### config.mk
export PLATFORM = sky130hd
export DESIGN_NAME = imem_fetch_ctrl
export DESIGN_NICKNAME = d
export VERILOG_FILES = /design/src/rtl/imem_fetch_ctrl.sv
export SDC_FILE = /design/constraint.sdc
export NUM_CORES = 1
export LEC_CHECK = 0
export ABC_AREA = 1
export ABC_CLOCK_PERIOD_IN_PS = 1900
export CAP_MARGIN = 15
export CELL_PAD_IN_SITES_DETAIL_PLACEMENT = 1
export CELL_PAD_IN_SITES_GLOBAL_PLACEMENT = 1
export CORE_MARGIN = 2
export CORE_UTILIZATION = 18
export DETAILED_ROUTE_END_ITERATION = 10
export MAX_ROUTING_LAYER = met4
export PLACE_DENSITY = 0.88
export SYNTH_ARGS = -nofsm -noshare
export SYNTH_HDL_FRONTEND = slang
export SYNTH_SLANG_ARGS = --single-unit
### constraint.sdc
create_clock -name clk -period 1.9 [get_ports clk]
set_clock_uncertainty 0.2 [all_clocks]
set_input_delay 0.57 -clock clk [delete_from_list [all_inputs] [get_ports clk]]
set_output_delay 0.57 -clock clk [all_outputs]
set_load 0.02 [all_outputs]
### src/rtl/imem_fetch_ctrl.sv
// imem_fetch_ctrl: boot-loads IMEM from a loader stream, then runs the
// fetch stage (PC, stall hold, redirect squash, halt) for decode.
//
// Ports:
//   clk, reset          clock, async active-high reset
//   load_valid/data     loader word stream; load_ready accepts a word
//   load_done           loader finished, move to RUN
//   halt, stall         stop fetching / decode back-pressure
//   redirect(_index)    branch/jump target (word index)
//   imem_index/we/wdata IMEM address and write port
//   imem_rdata          IMEM read data, one cycle after imem_index
//   if_valid/instr/pc   instruction presented to decode
//   state               00 LOAD, 01 RUN, 10 HALT
module imem_fetch_ctrl #(
    parameter int DATA_BITS = 32,
    parameter int IMEM_SIZE = 128,
    parameter int ADDR_BITS = 7,
    parameter int RESET_PC  = 0
) (
    input  logic                 clk,
    input  logic                 reset,
    input  logic                 load_valid,
    input  logic [DATA_BITS-1:0] load_data,
    input  logic                 load_done,
    output logic                 load_ready,
    input  logic                 halt,
    input  logic                 stall,
    input  logic                 redirect,
    input  logic [DATA_BITS-1:0] redirect_index,
    output logic [DATA_BITS-1:0] imem_index,
    output logic                 imem_we,
    output logic [DATA_BITS-1:0] imem_wdata,
    input  logic [DATA_BITS-1:0] imem_rdata,
    output logic                 if_valid,
    output logic [DATA_BITS-1:0] if_instr,
    output logic [DATA_BITS-1:0] if_pc,
    output logic [1:0]           state
);

    typedef enum logic [1:0] {
        S_LOAD = 2'b00,
        S_RUN  = 2'b01,
        S_HALT = 2'b10
    } state_t;

    localparam logic [ADDR_BITS-1:0] RST_IDX  = ADDR_BITS'(RESET_PC);
    localparam logic [ADDR_BITS-1:0] LAST_IDX = ADDR_BITS'(IMEM_SIZE - 1);
    localparam logic [ADDR_BITS-1:0] ONE      = ADDR_BITS'(1);

    state_t                 state_q, state_d;
    logic [ADDR_BITS-1:0]   load_ptr_q, load_ptr_d;
    logic                   load_ready_q, load_ready_d;
    logic [ADDR_BITS-1:0]   pc_q, pc_d;
    logic                   if_valid_q, if_valid_d;
    logic [ADDR_BITS-1:0]   if_pc_q, if_pc_d;
    logic [ADDR_BITS-1:0]   last_idx_q, last_idx_d;
    logic [ADDR_BITS-1:0]   issue_idx;
    logic                   handshake;
    logic                   we;

    // Upper target bits are deliberately dropped.
    logic unused_redirect_hi;
    assign unused_redirect_hi = ^redirect_index[DATA_BITS-1:ADDR_BITS];

    assign handshake = load_valid & load_ready_q;

    always_comb begin
        state_d      = state_q;
        load_ptr_d   = load_ptr_q;
        load_ready_d = load_ready_q;
        pc_d         = pc_q;
        if_valid_d   = if_valid_q;
        if_pc_d      = if_pc_q;
        issue_idx    = last_idx_q;
        we           = 1'b0;
        unique case (state_q)
            S_LOAD: begin
                issue_idx  = load_ptr_q;
                we         = handshake;
                pc_d       = RST_IDX;
                if_valid_d = 1'b0;
                if (handshake) begin
                    load_ptr_d = load_ptr_q + ONE;
                end
                if (load_done || (handshake && load_ptr_q == LAST_IDX)) begin
                    state_d = S_RUN;
                end
                load_ready_d = (state_d == S_LOAD);
            end
            S_RUN: begin
                load_ready_d = 1'b0;
                issue_idx    = pc_q;
                if (halt) begin
                    state_d    = S_HALT;
                    if_valid_d = 1'b0;
                end else if (redirect) begin
                    // The word issued now is squashed; target goes out next.
                    pc_d       = redirect_index[ADDR_BITS-1:0];
                    if_valid_d = 1'b0;
                end else if (stall && if_valid_q) begin
                    // Re-read the held word so rdata stays put.
                    issue_idx = if_pc_q;
                end else begin
                    if_valid_d = 1'b1;
                    if_pc_d    = pc_q;
                    pc_d       = pc_q + ONE;
                end
            end
            S_HALT: begin
                load_ready_d = 1'b0;
                if_valid_d   = 1'b0;
            end
            default: begin
                state_d = S_LOAD;
            end
        endcase
        last_idx_d = issue_idx;
    end

    always_ff @(posedge clk or posedge reset) begin
        if (reset) begin
            state_q      <= S_LOAD;
            load_ptr_q   <= '0;
            load_ready_q <= 1'b0;
            pc_q         <= RST_IDX;
            if_valid_q   <= 1'b0;
            if_pc_q      <= '0;
            last_idx_q   <= '0;
        end else begin
            state_q      <= state_d;
            load_ptr_q   <= load_ptr_d;
            load_ready_q <= load_ready_d;
            pc_q         <= pc_d;
            if_valid_q   <= if_valid_d;
            if_pc_q      <= if_pc_d;
            last_idx_q   <= last_idx_d;
        end
    end

    assign load_ready = load_ready_q;
    assign imem_index = {{(DATA_BITS-ADDR_BITS){1'b0}}, issue_idx};
    assign imem_we    = we;
    assign imem_wdata = we ? load_data : '0;
    assign if_valid   = if_valid_q;
    assign if_instr   = if_valid_q ? imem_rdata : '0;
    assign if_pc      = {{(DATA_BITS-ADDR_BITS){1'b0}}, if_pc_q};
    assign state      = state_q;

endmodule

Word level (Yosys, flattened, before mapping)
Index checks and enable logic that the tools add are counted.
{"block": "totals", "register_bits": 32, "output_inout_bits": 133, "wordCells": 55}
{"block": "op_classes", "n_addsub": 2, "n_eq_ne": 7, "n_mux": 20, "bitwise_logic": 4, "reduce_logical": 15}
{"cell": "$mux W32", "count": 2}
{"cell": "$mux W7", "count": 6}
{"cell": "$pmux W7 S2", "count": 2}
{"cell": "$add A7 B1 Y7 const B", "count": 2}
{"cell": "$eq A7 B7 Y1 const B", "count": 1}
{"cell": "$mux W2", "count": 3}
{"cell": "$pmux W2 S3", "count": 1}
{"cell": "$reduce_and A2 Y1", "count": 3}
{"cell": "$reduce_and A3 Y1", "count": 2}
{"cell": "$reduce_bool A2 Y1", "count": 3}
{"cell": "$logic_not A2 Y1", "count": 2}
{"cell": "$mux W1", "count": 4}
{"cell": "$ne A2 B2 Y1 const B", "count": 2}
{"cell": "$ne A4 B4 Y1 const B", "count": 1}
{"cell": "$pmux W1 S2", "count": 2}
{"cell": "$reduce_or A2 Y1", "count": 2}
{"cell": "$ne A3 B3 Y1 const B", "count": 1}
{"cell": "$not A1 Y1", "count": 3}
{"cell": "$eq A2 B1 Y1 const B", "count": 1}
{"cell": "$eq A2 B2 Y1 const B", "count": 1}
{"cell": "$logic_and A1 B1 Y1", "count": 2}
{"cell": "$and A1 B1 Y1", "count": 1}
{"cell": "$logic_or A1 B1 Y1", "count": 1}

Longest topological paths before layout
Gate-level depths: netlist of run 1.
{"block": "logic_depth", "depth_word": 7, "mapped_depth": 9}

Worst setup path before layout of run 1
OpenSTA, ideal clock, no wires.
{"block": "synth_timing", "path_type": "register -> output", "startpoint": "register state_q[1] (netlist: state[1])", "endpoint": "output port imem_index[0]", "arrival_time_ns": 1.609, "t_required_ns": 1.130, "path_slack_ns": -0.479, "path_stages_with_launch": 7, "n_path_buf": 0, "cell_sequence": "dfrtp_1 -> inv_1 -> ha_1 -> inv_2 -> nor2_2 -> inv_1 -> o211ai_1"}
{"block": "synth_via", "elab_chain_cells": 2, "elab_cells_between_ends": 3, "cone_classes": "1 x eq/ne; 1 x mux; 1 x reduce/logical"}
{"item": "start, declared", "line": "50", "rtl": "state_t state_q, state_d;"}
{"item": "start signal, assigned", "line": "130", "rtl": "state_q <= state_d;"}
{"item": "$eq A2 B1 Y1 / $logic_not A2 Y1 (equally long branches)", "line": "76", "rtl": "unique case (state_q)"}
{"item": "$pmux W7 S2 (*)", "line": "76"}
{"item": "end, declared", "line": "30", "rtl": "output logic [DATA_BITS-1:0] imem_index,"}
Every way passes the cells marked *; elsewhere a longest branch is shown, timed or not.

Worst setup path after layout of run 1
{"block": "layout_timing", "startpoint": "input port halt", "endpoint": "output port imem_index[0]"}
{"block": "layout_via", "elab_chain_cells": 2}
{"item": "start, declared", "line": "26", "rtl": "input logic halt,"}
{"item": "$mux W7", "line": "93", "rtl": "if (halt) begin"}
{"item": "$pmux W7 S2", "line": "76"}
Every way passes these cells.

==> flow_summary.toml, run 1 <==
[synth]
ys.flop_type = "dfrtp_1"
synth_top_area_cell = "dfrtp_1"
synth_top_area_share_pct = 29.77
synth.most_common_cell = "nand2_1"
yosysWarnings = 0
synthCells = 407
synth.distinct_cells = 28
syn_avg_cell_area_um2 = 6.610
synth_seq_cells = 32
synth_area_mm2 = 0.002690
synth_enable_flop_cells = 0
synth_common_cells = "nand2_1 (94), inv_1 (87), buf_4 (53)"
synth_area_leaders = "dfrtp_1 (30%), buf_4 (15%), nand2_1 (13%)"
synth-seq-area-share_pct = 29.77
async_reset_ff_share_pct = 100.0

[sta]
setup_tns_ns = -31.75
fin_crit_ns = 2.589
final_max_slew_viol_count = 0
setup_viol = 77
setup_ws_ns = -0.6887
hold_violations = 0
timing.final.crit_share_pct = 136.2
grt_setup_unrepaired = "true"
hold-worst-slack_ns = 0.2820
max_freq_mhz = 386.3

[routing]
drc = 0
drtIter0Drc = 67
wl_per_cell_um = 14.62
vias_per_cell = 4.026
wl_um = 12200
ant_nets = 0
dr_total_vias = 3358
firstDrtPassIters = 4

[global_routing]
grt_pass1_wl_um = 18350
grt_pass1_vias = 3598
grt_start_max_net_pins = 33
grt-ovfl-total = 0
grt_usage_pct = 14.70
antenna_found_initial = 1

[power_and_ir_drop]
power.internal_mw = 3.788
swShare_pct = 43.59
clkPwrFrac_pct = 13.9
p_leak_nw = 3.217
ir_worst_vdd_mv = 0.3897
comb_power_share_pct = 69.3
pwr_density_cell_mw_per_mm2 = 1140
p_seq_share_pct = 16.8
switching_power_mw = 2.927

[cells_and_area]
n_fill_cell = 1723
multi_input_area_mm2 = 0.001780
syn2layout_area_growth_pct = 119.0
regArea_um2 = 804.5
finalInstanceArea_mm2 = 0.005892
nNetsFinal = 758
drive_gt1_share_pct = 44.22
fin_util_pct = 40.39

[floorplanning]
dieArea_mm2 = 0.01594
rows = 44
core_region_area_mm2 = 0.01459
die_w_um = 126.3
die_y_um = 126.3
initial_utilization_pct = 18.44
io_pins = 236

[placed_design]
gp_congestion = 0.7644
place_area_mm2 = 0.004895
dp_hpwl_um = 8227
port_buffers = 160
pre_cts_ws_ns = -1.276

[critical_path]
required_ns = 1.13
cp_top_family = "buffers and inverters"
worstRegToRegCells = 11
critPathArrivalTime_ns = 1.82
timing.rr.end = "load_ptr_q[5]"
critical_path.most_common_cell = "o211ai_1"
path_cells = "dlygate4sd2_1 -> inv_2 -> nand2_4 -> nor2_4 -> buf_12 -> o211ai_1 -> o211ai_1 -> buf_4"
r2r_start = "state[0]"
cp_max_fo = 4
slowest_delay_ns = 0.29
cp_num_buf_inv = 4
r2r_setup_slack_ns = -0.11
critPathSlowestCell = "dlygate4sd2_1"
path_class = "in -> out"
end_kind = "primary output"
worst_setup_path_start_kind = "input port"

[worst_hold_path]
hold_depth = 2
whs_endpoint = "pc_q[6]"
hold_class = "reg -> reg"
hold_start = "pc_q[6]"

[clocking]
clock-sinks = 32
clk_path_buf_depth = 2
holdBufCountCts = 0
htreeDepth = 2
cts_buffers = 5
insertion_delay_ns = 0.29
root_buffer = "clkbuf_16"
cts_tree = "built"
clk_pin_slew_worst_paths_ns = 0.05

[flow_run]
drv_cap = 0

[status]
violations = "setup timing"
status = "complete, but fails checks"
-- per-layer routing --
metal	up-vias	wire, um	part of all wire, %	track usage (%)
li1	1589	-	-	-
met1	1609	4326	35	14.92
met2	133	6961	57	28.27
met3	27	651	5.3	2.889
met4	0	257	2.1	4.396
met5	-	0	0	-
-- what timing repair did --
item / 4_1_cts / 5_1_grt
setup endpoints to repair: 91 / 86
gates cloned: 5 / 1
setup buffers: 32 / 17
gates resized for setup: 539 / 80
pin swaps: 36 / 26
-- through the flow --
step | std cells | total power [mW]
global route | 834 | 7.075
CTS | 825 | 6.273
global placement | 780 | 4.541
finish | 834 | 6.715
floorplan | 456 | 3.009
detailed placement | 780 | 4.638
-- area by class of cell --
class                           count  area share (%)
Antenna cell                        1         0.04247
Clock buffer                        5           2.124
Clock inverter                      3          0.7220
Inverter                           88           5.734
Multi-Input combinational cell    274           30.22
Sequential cell                    32           13.65
Tap cell                          184           3.907
Timing Repair Buffer              247           43.60
-- cells in the final DEF (no fill, tap or decap), types with 4 or more instances in the layout --
master | synthesis | layout
nor2_4 | 2 | 37
buf_12 | 0 | 11
inv_1 | 87 | 59
nand3_1 | 14 | 13
o211ai_1 | 12 | 12
nand2_4 | 2 | 19
nand2_1 | 94 | 65
nand2_2 | 2 | 15
buf_4 | 53 | 59
a22oi_2 | 0 | 5
ha_1 | 7 | 5
dfrtp_1 | 32 | 29
clkdlybuf4s50_1 | 0 | 41
conb_1 | 1 | 50
nor2_1 | 50 | 16
buf_6 | 1 | 84
o21ai_0 | 10 | 10
nand4_1 | 4 | 4
dlygate4sd2_1 | 0 | 36
clkbuf_16 | 0 | 6
a21oi_1 | 4 | 4
clkdlybuf4s15_1 | 0 | 6
inv_2 | 1 | 26
-- tightest hold or removal path, stage by stage, from the launching register on --
cell	delay, ns
dfrtp_1	0.34
nand2_1	0.06
nand2_1	0.05
-- state kept, by name, summed over array words and instances, names as in the netlist --
signal / flops
load_ready: 1
pc_q: 7
if_pc_q: 7
state: 2
if_valid: 1
last_idx_q: 7
load_ptr_q: 7
-- power groups by stage --
stage          combinational, mW  clock [mW]  sequential, mW
4_1_cts                     4.21       0.948            1.11
6_report                    4.65       0.933            1.13
3_3_place_gp                3.45           0            1.09
2_1_floorplan               1.77           0            1.24
5_1_grt                     4.95       0.965            1.16
3_5_place_dp                3.53           0            1.11
-- kinds of logic after synthesis --
| kind of cell | Yosys count | share of synthesized area, % |
|---|---|---|
| DFF | 32 | 29.77 |
| adders and majority gates | 7 | 3.256 |
| xor gates and xnor gates | 5 | 1.628 |
| and+or+nand+nor | 175 | 27.58 |
| AOI/OAI and AO/OA | 35 | 8.279 |
| buffers and inverters | 151 | 28.98 |
| other | 1 | 0.1394 |
| muxes | 1 | 0.3721 |
-- worst max-delay path by stage --
stage,from,end,slack [ns],cells past startpoint
global route,halt,imem_index[0],-0.77,8
CTS,state[0],imem_wdata[4],-0.65,8
finish,halt,imem_index[0],-0.69,8
detailed placement,redirect,imem_index[4],-1.28,6
global placement,redirect,imem_index[4],-1.28,6
floorplan,state[0],imem_wdata[10],-0.27,7
No activity file was read; power rests on OpenSTA's default activity.
==> inputs of run 2 (changes only) <==
--- a/config.mk
+++ b/config.mk
@@ -7,13 +7,12 @@
 export LEC_CHECK = 0
 export ABC_AREA = 1
 export ABC_CLOCK_PERIOD_IN_PS = 1900
-export CAP_MARGIN = 15
+export CAP_MARGIN = 40
 export CELL_PAD_IN_SITES_DETAIL_PLACEMENT = 1
 export CELL_PAD_IN_SITES_GLOBAL_PLACEMENT = 1
 export CORE_MARGIN = 2
 export CORE_UTILIZATION = 18
 export DETAILED_ROUTE_END_ITERATION = 10
-export MAX_ROUTING_LAYER = met4
 export PLACE_DENSITY = 0.88
 export SYNTH_ARGS = -nofsm -noshare
 export SYNTH_HDL_FRONTEND = slang
==> run 2 against run 1 <==
Against the previous run:
- maximum frequency increased by 0.15%
- critical path type unchanged
- routed wire length fell by 0.23%
- the flow still finishes with violations (setup timing)
- non-clock buffer count is the same
- sequential power about the same
- power is essentially flat
- highest routed layer unchanged
- clock power about the same
- combinational power barely moved
- flip-flop and latch count did not move
==> flow_summary.toml, run 2 (synthesis results as in run 1) <==
[sta]
setup_viol = 78
final_max_slew_viol_count = 0
hold-worst-slack_ns = 0.2858
hold_violations = 0
timing.final.crit_share_pct = 136.0
grt_setup_unrepaired = "true"
max_freq_mhz = 386.9
setup_ws_ns = -0.6847
fin_crit_ns = 2.585

[global_routing]
met2_usage_pct = 28.24
grt_start_max_net_pins = 33
grt_usage_pct = 14.27
grt-ovfl-total = 0
met3_usage_pct = 2.931
antenna_found_initial = 1
grt_pass1_vias = 3604
use_met1_pct = 14.89
grt_pass1_wl_um = 18340
busiest_layer = "met2"

[floorplanning]
die_y_um = 126.3
rows = 44
dieArea_mm2 = 0.01594
core_region_area_mm2 = 0.01459
initial_utilization_pct = 18.44
io_pins = 236
die_w_um = 126.3

[routing]
ant_nets = 0
wl_um = 12170
vias_per_cell = 4.007
drc = 0
firstDrtPassIters = 4
dr_total_vias = 3342
drtIter0Drc = 70
wl_per_cell_um = 14.59

[clocking]
root_buffer = "clkbuf_16"
clk_path_buf_depth = 2
htreeDepth = 2
cts_tree = "built"
clock-sinks = 32
holdBufCountCts = 0
insertion_delay_ns = 0.29
cts_buffers = 5
clk_pin_slew_worst_paths_ns = 0.05

[cells_and_area]
nNetsFinal = 758
multi_input_area_mm2 = 0.001780
final_common_cell = "buf_6"
n_fill_cell = 1723
drive_gt1_share_pct = 44.22
regArea_um2 = 804.5
syn2layout_area_growth_pct = 119.0
layout_common_cells = "buf_6 (84), nand2_1 (65), inv_1 (59), buf_4 (59), conb_1 (50)"

[critical_path]
slowest_delay_ns = 0.29
worst_setup_path_start_kind = "input port"
path_class = "in -> out"
critical_path.most_common_cell = "o211ai_1"
end_kind = "primary output"
critPathArrivalTime_ns = 1.81
critPathSlowestCell = "dlygate4sd2_1"
path_cells = "dlygate4sd2_1 -> inv_2 -> nand2_4 -> nor2_4 -> buf_12 -> o211ai_1 -> o211ai_1 -> buf_4"
required_ns = 1.13
cp_max_fo = 4

[status]
violations = "setup timing"
status = "complete, but fails checks"

[power_and_ir_drop]
total_power_mw = 6.712
ir_worst_vdd_mv = 0.3884
p_leak_nw = 3.217
pwr_density_cell_mw_per_mm2 = 1139

[flow_run]
drv_cap = 0

[placed_design]
port_buffers = 160
gp_congestion = 0.7547
dp_hpwl_um = 8227

[worst_hold_path]
hold_class = "reg -> reg"
## run 2: metal layers
metal  routed length, um  vias to the layer above
met1                4246                     1593
met2                6976                      132
met3                 688                       24
met5                   0                        -
met4                 258                        0
li1                    -                     1593
## run 2: cell type report
class	instances	share of cell area (%)
antenna	1	0.04247
clock buffer	5	2.124
clock inverter	3	0.7220
inverter	88	5.734
multi-input combinational	274	30.22
sequential	32	13.65
tap	184	3.907
timing repair buffer	247	43.60
## run 2: worst max-delay path: cells and delay by family
family / cells / cell delay (ns)
AOI/OAI and AO/OA: 2 / 0.28
and+or+nand+nor: 2 / 0.23
buffers and inverters: 4 / 0.73
## run 2: stage by stage
| step | setup slack (ns) | util, % | cells | instance area, um^2 | setup TNS [ns] |
|---|---|---|---|---|---|
| 4_1_cts | -0.6540 | 38.77 | 825 | 5655 | -28.20 |
| 2_1_floorplan | -0.2670 | - | 456 | 3197 | -9.587 |
| 6_report | -0.6847 | 40.39 | 834 | 5892 | -31.72 |
| 5_1_grt | -0.7728 | 40.37 | 833 | 5889 | -36.13 |
| 3_3_place_gp | -1.282 | 33.55 | 780 | 4895 | -63.97 |
| 3_5_place_dp | -1.276 | 33.55 | 780 | 4895 | -65.98 |
## run 2: final timing paths
kind                               start             to  slack [ns]  depth (start not counted)
min in group asynchronous          reset  load_ptr_q[2]        0.43                          3
worst max-delay path                halt  imem_index[0]       -0.68                          8
worst max register to register  state[0]  load_ptr_q[5]       -0.11                         11
worst min register to register   pc_q[6]        pc_q[6]        0.29                          2
max in group asynchronous          reset       if_valid        0.88                          3
worst min-delay path             pc_q[6]        pc_q[6]        0.29                          2
## run 2: timing repair
action                     in CTS  in global routing
gates cloned                    5                  1
setup endpoints to repair      91                 86
pin swaps                      36                 26
setup buffers                  32                 17
resized for setup             539                 80
## run 2: power breakdown
part / switching [mW] / leakage, nW / internal, mW / total [mW]
Combinational: 2.41 / 2.72 / 2.24 / 4.65
Clock: 0.317 / 0.0798 / 0.615 / 0.932
Sequential: 0.200 / 0.416 / 0.931 / 1.13
